[config.mk]
export PLATFORM = sky130hd
export DESIGN_NAME = reg_bank_reader
export DESIGN_NICKNAME = d
export VERILOG_FILES = /design/src/rtl/reg_bank_reader.sv
export SDC_FILE = /design/constraint.sdc
export NUM_CORES = 1
export LEC_CHECK = 0
export ABC_AREA = 1
export BUFFER_PORTS_ARGS = -buffer_cell sky130_fd_sc_hd__buf_2
export CORE_UTILIZATION = 48
export DETAILED_ROUTE_END_ITERATION = 10
export HOLD_SLACK_MARGIN = 0.05
export PLACE_DENSITY = 0.73
export SLEW_MARGIN = 30
export SYNTH_ARGS = -nofsm -noshare
export SYNTH_HDL_FRONTEND = slang
export SYNTH_SLANG_ARGS = --single-unit
export TNS_END_PERCENT = 10
[constraint.sdc]
create_clock -name clk -period 1.5 [get_ports clk]
set_clock_uncertainty 0.05 [all_clocks]
set_input_delay 0.15 -clock clk [delete_from_list [all_inputs] [get_ports clk]]
set_output_delay 0.15 -clock clk [all_outputs]
set_load 0.05 [all_outputs]
[src/rtl/reg_bank_reader.sv]
// reg_bank_reader: walks a contiguous address range of a register bank through
// its combinational read port and streams each word out on valid/ready.
// Optional feature macro: READER_PARITY_EN adds a registered even-parity
// output out_par that tracks out_data.
module reg_bank_reader #(
  parameter int W  = 8,
  parameter int AW = 3
) (
  input  logic          clk,
  input  logic          rst,
  input  logic          start,
  input  logic [AW-1:0] base_addr,
  input  logic [AW:0]   count,
  output logic [AW-1:0] rd_addr,
  input  logic [W-1:0]  rd_data,
  output logic [W-1:0]  out_data,
  output logic          out_valid,
  input  logic          out_ready,
  output logic          out_last,
  output logic          busy,
`ifdef READER_PARITY_EN
  output logic          done,
  output logic          out_par
`else
  output logic          done
`endif
);

  typedef enum logic [1:0] {
    S_IDLE  = 2'd0,
    S_FETCH = 2'd1,
    S_SEND  = 2'd2,
    S_DONE  = 2'd3
  } state_t;

  localparam logic [AW:0] REMAIN_ONE = {{AW{1'b0}}, 1'b1};

  state_t        state_q, state_d;
  logic [AW-1:0] cur_addr_q, cur_addr_d;
  logic [AW:0]   remain_q, remain_d;
  logic [W-1:0]  out_data_q, out_data_d;
  logic          out_valid_q, out_valid_d;
  logic          out_last_q, out_last_d;
  logic          busy_q, busy_d;
  logic          done_q, done_d;
`ifdef READER_PARITY_EN
  logic          out_par_q, out_par_d;
`endif

  // Next-state and registered-output computation for the read-out FSM.
  always_comb begin
    state_d     = state_q;
    cur_addr_d  = cur_addr_q;
    remain_d    = remain_q;
    out_data_d  = out_data_q;
    out_valid_d = out_valid_q;
    out_last_d  = out_last_q;
    case (state_q)
      S_IDLE: begin
        // A zero-length command is dropped without any visible activity.
        if (start && (count != '0)) begin
          cur_addr_d = base_addr;
          remain_d   = count;
          state_d    = S_FETCH;
        end
      end
      S_FETCH: begin
        out_data_d  = rd_data;
        out_valid_d = 1'b1;
        out_last_d  = (remain_q == REMAIN_ONE);
        state_d     = S_SEND;
      end
      S_SEND: begin
        if (out_ready) begin
          out_valid_d = 1'b0;
          if (remain_q == REMAIN_ONE) begin
            out_last_d = 1'b0;
            state_d    = S_DONE;
          end else begin
            // Address wraps naturally at the AW-bit boundary.
            cur_addr_d = cur_addr_q + 1'b1;
            remain_d   = remain_q - 1'b1;
            state_d    = S_FETCH;
          end
        end
      end
      S_DONE: begin
        state_d = S_IDLE;
      end
      default: begin
        state_d = S_IDLE;
      end
    endcase
    // busy and done are registered, so they are derived from the next state.
    busy_d = (state_d != S_IDLE);
    done_d = (state_d == S_DONE);
  end

`ifdef READER_PARITY_EN
  // Parity is computed from the value being loaded so it stays aligned with out_data.
  always_comb begin
    out_par_d = ^out_data_d;
  end
`endif

  // State and output registers with asynchronous active-low reset.
  always_ff @(posedge clk or negedge rst) begin
    if (!rst) begin
      state_q     <= S_IDLE;
      cur_addr_q  <= '0;
      remain_q    <= '0;
      out_data_q  <= '0;
      out_valid_q <= 1'b0;
      out_last_q  <= 1'b0;
      busy_q      <= 1'b0;
      done_q      <= 1'b0;
`ifdef READER_PARITY_EN
      out_par_q   <= 1'b0;
`endif
    end else begin
      state_q     <= state_d;
      cur_addr_q  <= cur_addr_d;
      remain_q    <= remain_d;
      out_data_q  <= out_data_d;
      out_valid_q <= out_valid_d;
      out_last_q  <= out_last_d;
      busy_q      <= busy_d;
      done_q      <= done_d;
`ifdef READER_PARITY_EN
      out_par_q   <= out_par_d;
`endif
    end
  end

  assign rd_addr   = cur_addr_q;
  assign out_data  = out_data_q;
  assign out_valid = out_valid_q;
  assign out_last  = out_last_q;
  assign busy      = busy_q;
  assign done      = done_q;
`ifdef READER_PARITY_EN
  assign out_par   = out_par_q;
`endif

endmodule
==> out/qor.yml <==
placedCellCount: 181
yosys.area.top_type: "dfrtp_1"
synthMostInstantiatedCell: "nand2_1"
nFillCells: 177
initial_core_util_pct: 51.5
die_x_um: 48.1
post_cts_resized: 0
antenna_found_initial: 0
synth.distinct_cells: 19
hold_slack_ns: 0.0952
max_cap_viol_count: 0
p_per_area_nw_per_um2: 2330
vias: 953
slew_viol_final: 0
drt_iter0_markers: 12
numPortBuffers: 33
maxClockFrequency_mhz: 729
antennaDiodeCount: 0
peakVddDrop_mv: 1.39
crit_required_ns: 1.65
hp-class: "input port to register"
synthTopCellsByArea: "dfrtp_1, nand2_1, nand3_1, ha_1, o21ai_2"
hold_depth: 5
track_usage_pct: 21.2
arrival_ns: 1.52
cts_buffer_depth: 2
place_congestion: 0.878
htreeDepth: 1
yosysSeqAreaShare_pct: 51.5
cts_buffers: 3
grt_pass1_wl_um: 3370
grt_max_degree: 22
grt_overflow: 0
synth_commonest_cells: "nand2_1, dfrtp_1, nand3_1, inv_1, nor2_1"
synth_cells: 121
ys_ff_latch: 21
cts_tree: "done"
coreArea_um2: 1980
first_pass_iters: 4
cp_slowest_cell: "dfrtp_1"
routed_wl_um: 2150
die-area_um2: 2320
async_flop_share_pct: 100
status: "complete, no violations"
post_cts.repair.setup_buffers: 0
drive_gt1_share_pct: 31.7
synth_area_per_cell_um2: 8.44
synth-edff-count: 0
drtAntennaViolNets: 0
worstHoldEndpoint: "rd_addr[1]$_DFFE_PN0P_"
dpl.hpwl_um: 1570
yosysWarnings: 0
rsz0062_at_grt: "no"
finalSetupViolCount: 0
cts_root_buffer: "clkbuf_4"
crit_chain: "inv_1 > ha_1 > nand3_2 > nand3_4 > nand2_4 > nand2_1 > o21ai_2"
p_leak_nw: 0.750
fin_cells: 194
worst_setup_path_end_kind: "register"
slew_headroom_pct: 68.6
drc: 0
period_needed_ns: 1.37
cp-start-kind: "register"
hp-start: "base_addr[1]"
drt-vias-per-instance: 4.91
synth-main-ff-cell: "dfrtp_1"
core.rowCount: 16
fp.dieH_um: 48.1
dpl_worst_slack_ns: 0.147
r2r_start: "remain_q[1]$_DFFE_PN0P_"
tightestPinTransition_ns: 0.470
io_pins: 34
critPathMaxStageDelay_ns: 0.40
post-route-period-util_pct: 91.4
setup_tns_ns: 0
grt_pass1_vias: 804
num-nets-final: 190
worst_skew_pair.late_latency_ns: 0.30
finalWorstSetupSlack_ns: 0.129
wl_per_cell_um: 11.1
syn_nets: 143
r2r_cells: 7
criticalPathCategory: "register to register"
netlist.area_leader.share_pct: 51.5
clkSinkCount: 21
clk_pin_slew_worst_paths_ns: 0.11
syn_area_um2: 1020
area_growth_pct: 31.4
rr_endpoint: "remain_q[1]$_DFFE_PN0P_"
worst-path-max-fanout: 10
hold_viol_final: 0
r2r_slack_ns: 0.13
## cell usage in the layout, fill, tap and decap left out, types with 2 or more instances in the layout
cell type,count
buf_2,33
clkbuf_4,3
dfrtp_1,20
dlygate4sd3_1,9
ha_1,3
inv_1,5
inv_2,3
nand2_1,59
nand3_1,8
nand3_2,2
nor2_1,4
o21ai_1,3
o21ai_2,3
or2_2,2
## area by class of cell
type	instances	area, um^2	area share (%)
tap	27	33.8	2.52
multi-input combinational	91	460	34.3
clock inverter	1	5.00	0.373
timing repair buffer	43	263	19.6
sequential	21	527	39.3
clock buffer	3	22.5	1.68
inverter	8	30.0	2.24
## flip-flops by register name, summed over array words and instances, names as in the netlist
name and count:
busy 1, done 1, out_data 8, out_last 1, out_valid 1, rd_addr 3
remain_q 4, state_q 2
## through the flow
step	total power (W)	instance area, um^2	utilization, %
2_1_floorplan	0.00244	1020	-
3_3_place_gp	0.00282	1220	61.7
3_5_place_dp	0.00285	1220	61.7
4_1_cts	0.00315	1340	67.7
5_1_grt	0.00340	1340	67.7
6_report	0.00313	1340	67.7
## worst max-delay path by stage
stage                                 start                 endpoint  slack [ns]  cells after the start
detailed placement  remain_q[0]$_DFFE_PN0P_  remain_q[2]$_DFFE_PN0P_        0.15                      7
CTS                 remain_q[0]$_DFFE_PN0P_  remain_q[2]$_DFFE_PN0P_        0.13                      7
finish              remain_q[1]$_DFFE_PN0P_  remain_q[1]$_DFFE_PN0P_        0.13                      7
global route        remain_q[0]$_DFFE_PN0P_  remain_q[2]$_DFFE_PN0P_        0.01                      7
floorplan            rd_addr[1]$_DFFE_PN0P_   rd_addr[2]$_DFFE_PN0P_        0.03                      6
global placement    remain_q[0]$_DFFE_PN0P_  remain_q[2]$_DFFE_PN0P_        0.15                      7
## metal layers
layer	global-route usage, %	routed length [um]
met3	3.70	73
met1	29.9	1010
met2	33.2	1040
met5	0	0
met4	7.78	30
## where the power goes
part	switching (W)	internal (W)	leakage, nW
sequential	0.000174	0.000833	0.259
combinational	0.00134	0.000508	0.473
clock	0.000172	0.0000995	0.0177
total	0.00169	0.00144	0.750
## cells by family (layout without fill, tap and decap cells)
| family | Yosys count | after routing | share of synthesized area, % |
|---|---|---|---|
| buffers and inverters | 9 | 55 | 3.43 |
| and+or+nand+nor | 80 | 80 | 36.3 |
| DFF | 21 | 21 | 51.5 |
| adders and majority gates | 3 | 3 | 3.68 |
| AOI/OAI and AO/OA | 8 | 8 | 5.15 |
## worst max-delay path: cells and delay by family, from the launching register on
family                   cells  cell delay (ns)
flip-flops                   1             0.40
AND/OR/NAND/NOR              4             0.49
adder cells (fa/ha/maj)      1             0.17
buffers and inverters        1             0.12
AO/OA/AOI/OAI                1             0.05
## repair_timing
action | CTS | global route
hold buffers | 9 | 0
endpoints found under the hold margin | 29 | 0
endpoints found under the setup margin | 0 | 0
(Power assumes the default switching activity.)
